File: src/rtl/cpu_debug_step_ctrl.sv
// ---------------------------------------------------------------------------
// cpu_debug_step_ctrl
// Run/step controller and register readout for a single-cycle core's debug
// port. A conditioned press of switch_run starts one step, N steps or a free
// run by gating the core clock-enable. After every stop an optional scan
// streams a register range out over a valid/ready port.
//
// Optional feature macro: CPU_DEBUG_BREAKPOINT_EN (PC breakpoint, bp_* ports).
//
// Ports:
//   fastclk, reset      system clock, synchronous active-high reset
//   switch_run          raw run/step switch (asynchronous)
//   run_mode            00 step, 01 step N, 10 free run, 11 halt
//   step_n              step count for mode 01 (0 treated as 1)
//   swith_select        manual readout register address
//   scan_en             scan register range after each stop
//   cpu_clk_en          core clock-enable
//   dbg_addr/dbg_rdata  core debug read port (combinational read)
//   reg_read_data_1     registered manual readout
//   scan_valid/ready    scan word handshake; scan_addr/scan_data payload
//   busy                controller not idle
//   step_total          enabled core cycles since reset (wraps)
//   pc_in, bp_addr, bp_en, bp_hit   breakpoint (macro only)
// ---------------------------------------------------------------------------
module cpu_debug_step_ctrl #(
    parameter int unsigned DATA_W  = 32,
    parameter int unsigned ADDR_W  = 5,
    parameter int unsigned STEP_W  = 16,
    parameter int unsigned SCAN_LO = 8,
    parameter int unsigned SCAN_HI = 25
) (
    input  logic              fastclk,
    input  logic              reset,
    input  logic              switch_run,
    input  logic [1:0]        run_mode,
    input  logic [STEP_W-1:0] step_n,
    input  logic [ADDR_W-1:0] swith_select,
    input  logic              scan_en,
    output logic              cpu_clk_en,
    output logic [ADDR_W-1:0] dbg_addr,
    input  logic [DATA_W-1:0] dbg_rdata,
    output logic [DATA_W-1:0] reg_read_data_1,
    output logic              scan_valid,
    input  logic              scan_ready,
    output logic [ADDR_W-1:0] scan_addr,
    output logic [DATA_W-1:0] scan_data,
    output logic              busy,
    output logic [STEP_W-1:0] step_total
`ifdef CPU_DEBUG_BREAKPOINT_EN
    ,
    input  logic [DATA_W-1:0] pc_in,
    input  logic [DATA_W-1:0] bp_addr,
    input  logic              bp_en,
    output logic              bp_hit
`endif
);

    localparam logic [1:0] S_IDLE = 2'd0;
    localparam logic [1:0] S_STEP = 2'd1;
    localparam logic [1:0] S_RUN  = 2'd2;
    localparam logic [1:0] S_SCAN = 2'd3;

    localparam logic [ADDR_W-1:0] PTR_LO = ADDR_W'(SCAN_LO);
    localparam logic [ADDR_W-1:0] PTR_HI = ADDR_W'(SCAN_HI);

    logic [1:0]        state_q, state_d;
    logic [2:0]        sync_q;
    logic [STEP_W-1:0] remaining_q, remaining_d;
    logic [ADDR_W-1:0] ptr_q, ptr_d;
    logic              scan_valid_q, scan_valid_d;
    logic [ADDR_W-1:0] scan_addr_q, scan_addr_d;
    logic [DATA_W-1:0] scan_data_q, scan_data_d;
    logic [DATA_W-1:0] rd1_q, rd1_d;
    logic [STEP_W-1:0] total_q, total_d;

    logic       go;
    logic       run_en;
    logic       bp_match;
    logic [1:0] stop_state;

    // Rising edge of the twice-synchronised switch; one press gives one go.
    assign go = sync_q[1] & ~sync_q[2];

    assign run_en     = (state_q == S_STEP) || (state_q == S_RUN);
    assign stop_state = scan_en ? S_SCAN : S_IDLE;

`ifdef CPU_DEBUG_BREAKPOINT_EN
    logic first_q;
    logic bp_hit_q, bp_hit_d;

    // Match ignored in the first active cycle so a stopped core can resume.
    assign bp_match = run_en && bp_en && (pc_in == bp_addr) && !first_q;
    assign bp_hit   = bp_hit_q;

    always_comb begin
        bp_hit_d = bp_hit_q;
        if (bp_match) begin
            bp_hit_d = 1'b1;
        end else if (go && (state_q == S_IDLE)) begin
            bp_hit_d = 1'b0;
        end
    end

    always_ff @(posedge fastclk) begin
        if (reset) begin
            first_q  <= 1'b0;
            bp_hit_q <= 1'b0;
        end else begin
            first_q  <= (state_q == S_IDLE);
            bp_hit_q <= bp_hit_d;
        end
    end
`else
    assign bp_match = 1'b0;
`endif

    // Enable decoded from state flops only (breakpoint gating aside).
    assign cpu_clk_en = run_en & ~bp_match;

    // Next-state and datapath logic.
    always_comb begin
        state_d      = state_q;
        remaining_d  = remaining_q;
        ptr_d        = ptr_q;
        scan_valid_d = scan_valid_q;
        scan_addr_d  = scan_addr_q;
        scan_data_d  = scan_data_q;
        rd1_d        = rd1_q;
        total_d      = total_q + STEP_W'(cpu_clk_en);
        dbg_addr     = swith_select;

        case (state_q)
            S_IDLE: begin
                rd1_d = dbg_rdata;
                if (go) begin
                    case (run_mode)
                        2'b00: begin
                            remaining_d = STEP_W'(1);
                            state_d     = S_STEP;
                        end
                        2'b01: begin
                            remaining_d = (step_n == '0) ? STEP_W'(1) : step_n;
                            state_d     = S_STEP;
                        end
                        2'b10: state_d = S_RUN;
                        default: state_d = S_IDLE;
                    endcase
                end
            end
            S_STEP: begin
                remaining_d = remaining_q - STEP_W'(1);
                if ((remaining_q == STEP_W'(1)) || bp_match) begin
                    state_d = stop_state;
                    ptr_d   = PTR_LO;
                end
            end
            S_RUN: begin
                if (go || (run_mode == 2'b11) || bp_match) begin
                    state_d = stop_state;
                    ptr_d   = PTR_LO;
                end
            end
            default: begin
                // Alternate capture and handshake: at most one word per two cycles.
                dbg_addr = ptr_q;
                if (!scan_valid_q) begin
                    scan_valid_d = 1'b1;
                    scan_addr_d  = ptr_q;
                    scan_data_d  = dbg_rdata;
                end else if (scan_ready) begin
                    scan_valid_d = 1'b0;
                    if (ptr_q == PTR_HI) begin
                        state_d = S_IDLE;
                    end else begin
                        ptr_d = ptr_q + ADDR_W'(1);
                    end
                end
            end
        endcase
    end

    // State and datapath registers.
    always_ff @(posedge fastclk) begin
        if (reset) begin
            state_q      <= S_IDLE;
            sync_q       <= '0;
            remaining_q  <= '0;
            ptr_q        <= '0;
            scan_valid_q <= 1'b0;
            scan_addr_q  <= '0;
            scan_data_q  <= '0;
            rd1_q        <= '0;
            total_q      <= '0;
        end else begin
            state_q      <= state_d;
            sync_q       <= {sync_q[1:0], switch_run};
            remaining_q  <= remaining_d;
            ptr_q        <= ptr_d;
            scan_valid_q <= scan_valid_d;
            scan_addr_q  <= scan_addr_d;
            scan_data_q  <= scan_data_d;
            rd1_q        <= rd1_d;
            total_q      <= total_d;
        end
    end

    assign busy            = (state_q != S_IDLE);
    assign reg_read_data_1 = rd1_q;
    assign scan_valid      = scan_valid_q;
    assign scan_addr       = scan_addr_q;
    assign scan_data       = scan_data_q;
    assign step_total      = total_q;

endmodule

File: config.mk
export PLATFORM = sky130hd
export DESIGN_NAME = cpu_debug_step_ctrl
export DESIGN_NICKNAME = d
export VERILOG_FILES = /design/src/rtl/cpu_debug_step_ctrl.sv
export SDC_FILE = /design/constraint.sdc
export NUM_CORES = 1
export LEC_CHECK = 0
export ABC_AREA = 1
export BUFFER_PORTS_ARGS = -buffer_cell sky130_fd_sc_hd__buf_2
export CAP_MARGIN = 20
export CELL_PAD_IN_SITES_DETAIL_PLACEMENT = 0
export CELL_PAD_IN_SITES_GLOBAL_PLACEMENT = 2
export CORE_AREA = 2 2 133 135
export CTS_CLUSTER_DIAMETER = 60
export DETAILED_ROUTE_END_ITERATION = 7
export DIE_AREA = 0 0 135 137
export GPL_TIMING_DRIVEN = 0
export MAX_ROUTING_LAYER = met4
export PLACE_DENSITY = 0.92
export SETUP_SLACK_MARGIN = 0.4
export SLEW_MARGIN = 20
export SYNTH_ARGS = -nofsm -noshare
export SYNTH_HDL_FRONTEND = slang
export SYNTH_SLANG_ARGS = --single-unit
export TNS_END_PERCENT = 20
File: constraint.sdc
create_clock -name fastclk -period 5 [get_ports fastclk]
set_input_delay 1 -clock fastclk [delete_from_list [all_inputs] [get_ports fastclk]]
set_output_delay 1 -clock fastclk [all_outputs]
set_load 0.01 [all_outputs]
==> results.cfg <==
[logic_synthesis]
ys_seq_area_share_pct = 44.5
synth_edf_count = 0
ys_ff_latch = 112
synth_compound_area_share_pct = 15.0
synth_flop_cell = dfxtp_1
syn_nets = 783
synth.cell_area_um2 = 5040
synth_xor_area_share_pct = 0.521
async_flop_share_pct = 0
synth_top_area_share_pct = 44.5
synthTopCellsByCount = nor2_1 (190), dfxtp_1 (112), nand2_1 (109), o21ai_0 (85), inv_1 (43)
yosysWarnings = 0
synth_top_family_by_area = simple AND/OR/NAND/NOR gates
muxShareOfSynthArea_pct = 0
avgSynthCellArea_um2 = 7.07
synthAdderAreaFrac_pct = 2.48
synthTopCellsByArea = dfxtp_1 (44%), nor2_1 (14%), o21ai_0 (8.4%)
synthDistinctLibCells = 35
syn_inst = 713
yosysTopAreaCell = dfxtp_1
post-synth-top-count-cell = nor2_1
synth_simple_gate_area_share_pct = 30.4

[clock_tree]
cts_setup_buffers = 0
clk_transition_reported_paths_ns = 0.07
cts.repair.resized = 0
cts_buffers = 9
clkLatencyLatePin_ns = 0.36
cts_tree = yes
cts_sinks = 112
htreeDepth = 3
cts_buffer_depth = 2
cts_root_buf = clkbuf_16
ctsHoldBuffers = 0

[routing]
via_per_inst = 4.55
drc = 0
vias = 5045
first_iter_violations = 194
routed_wl_um = 15800
firstDrtPassIters = 5
ant_nets = 0
wire_per_inst_um = 14.3

[global_routing]
grt_util_met2_pct = 27.5
met1_usage_pct = 23.1
grt_pass1_wl_um = 25400
grt_overflow = 0
top_usage_layer = met2
use_met3_pct = 5.41
grt_pass1_vias = 4886
gr-usage-all-layers_pct = 18.1
antenna_found_initial = 2
grt_max_degree = 21

[floorplan]
coreArea_um2 = 17100
ioPinCount = 153
core.rowCount = 48
dieArea_um2 = 18500
start_util_pct = 29.5
dieHeight_um = 137
fp.dieW_um = 135

[worst_setup_path]
path_max_fanout = 10
r2r-end = step_total[12]
cp.depth = 6
critPathBufInv = 5
endpoint = busy
cp.required_ns = 4.00
critical-path-top-delay-family = buffers and inverters
crit_chain = inv_1 > ha_1 > buf_6 > inv_4 > clkbuf_1 > buf_2
timing.rr.start = state_q[0]
reg2reg_depth = 11
worstPathArrival_ns = 1.98
critical-path-max-stage-delay_ns = 0.43
crit_path_start_kind = flip-flop
critPathKind = reg -> out
crit_slowest_cell = clkbuf_1
r2r_slack_ns = 2.67
worstSetupEndpointType = output port
crit_start = state_q[0]

[timing]
tns_ns = 0
min_period_ns = 2.98
skew_ns = 0.0139
finalCritPeriodShare_pct = 59.6
max_freq_mhz = 336
worst_pin_slew_ns = 0.654
finalSetupViolations = 0
maxSlewViolCount = 0
hold_violations = 0
rsz0062_at_grt = false
max_slew_margin_pct = 56.4

[run]
max_cap_viol_count = 0

[outcome]
outcome = completed

[power_and_ir_drop]
total_power_mw = 2.06
p_seq_share_pct = 46.6
p_int_mw = 1.45
power_frac_clock_pct = 37.3
irDropWorstVdd_mv = 0.164
combPwrFrac_pct = 16.1
swShare_pct = 29.3
power.density_nw_per_um2 = 321
p_leak_nw = 3.04
p_switching_uw = 602

[cells_and_area]
nets = 946
final_layout_size_suffix_gt1_share_pct = 23.8
syn_to_final_growth_pct = 27.0
nFillCells = 1874

[place]
hpwl_um = 11800
port_buffers = 152
gp_congestion = 0.811

[worst_hold_path]
hp-class = reg -> reg
## worst min-delay path by stage
| stage | startpoint | endpoint | slack, ns | cells after the start |
|---|---|---|---|---|
| finish | sync_q[0] | sync_q[1] | 0.42 | 2 |
| global route | sync_q[0] | sync_q[1] | 0.44 | 2 |
| CTS | sync_q[0] | sync_q[1] | 0.42 | 2 |
| detailed placement | sync_q[0] | sync_q[1] | 0.41 | 2 |
| global placement | sync_q[0] | sync_q[1] | 0.40 | 2 |
| floorplan | sync_q[0] | sync_q[1] | 0.39 | 2 |
## worst register-to-register path, cell delays in order (launching register included)
cell	delay, ns
dfxtp_1	0.37
inv_1	0.09
ha_1	0.52
ha_1	0.25
ha_1	0.18
nand2_1	0.08
nor2_2	0.16
nand2_1	0.12
nor2_1	0.13
nand3_1	0.12
o21ai_0	0.16
nor2_1	0.05
## state kept, by name, summed over array words and instances (netlist names)
name / flops
sync_q: 3
ptr_q: 5
scan_valid: 1
state_q: 2
reg_read_data_1: 32
scan_addr: 5
remaining_q: 16
scan_data: 32
step_total: 16
## logic make-up (layout without fill, tap and decap cells)
group | count (synthesis) | in the layout
simple gates | 361 | 361
compound gates | 145 | 145
flops | 112 | 112
buf+inv | 82 | 250
fa+ha+maj | 10 | 10
xor+xnor | 3 | 3
other cells | 0 | 3
## layout by cell type, fill, tap and decap left out, types with 3 or more instances in the layout
cell       instances
inv_2              6
o21ai_0           85
inv_1             43
nor2_1           190
diode_2            3
nor2_2             9
a211oi_1           4
nand3_1           21
nand4_1           17
nor2_4             3
a21oi_1           40
clkbuf_1          17
buf_1              3
buf_2            159
o21ai_1           11
dfxtp_1          112
nand2_2            4
nand2_1          109
ha_1              10
clkbuf_16          9
buf_6              5
## power by group through the flow
| stage | Clock (mW) | Sequential [mW] | Combinational (mW) |
|---|---|---|---|
| after floorplan | 0 | 0.992 | 0.187 |
| after global placement | 0 | 0.978 | 0.334 |
| after detailed placement | 0 | 0.978 | 0.333 |
| after CTS | 0.787 | 0.958 | 0.335 |
| after global routing | 0.813 | 0.964 | 0.379 |
| final | 0.767 | 0.959 | 0.331 |
## per-stage QoR
step / area [um^2] / utilization (%) / cells / hold WS, ns / setup slack [ns]
global route: 6400 / 37.5 / 1108 / 0.444 / 1.84
floorplan: 5040 / - / 713 / 0.388 / 2.83
global placement: 6080 / 35.7 / 1090 / 0.402 / 2.36
CTS: 6390 / 37.5 / 1106 / 0.422 / 1.98
detailed placement: 6080 / 35.7 / 1090 / 0.405 / 2.37
finish: 6400 / 37.5 / 1109 / 0.419 / 2.02
## cell type report
class / count / area (um^2) / share of cell area (%)
repair buffers: 152 / 761 / 11.9
clock inverters: 7 / 83.8 / 1.31
well taps: 225 / 282 / 4.40
plain buffers: 32 / 166 / 2.60
diodes: 3 / 7.51 / 0.117
multi-input cells: 519 / 2440 / 38.2
inverters: 50 / 190 / 2.97
clock buffers: 9 / 225 / 3.52
flip-flops and latches: 112 / 2240 / 35.0
## per-layer routing
| metal | vias to the layer above | wire [um] |
|---|---|---|
| met5 | - | 0 |
| met1 | 2257 | 7430 |
| met4 | 0 | 214 |
| met3 | 18 | 1210 |
| li1 | 2641 | - |
| met2 | 129 | 6980 |
Power figures use the tool's default switching activity.
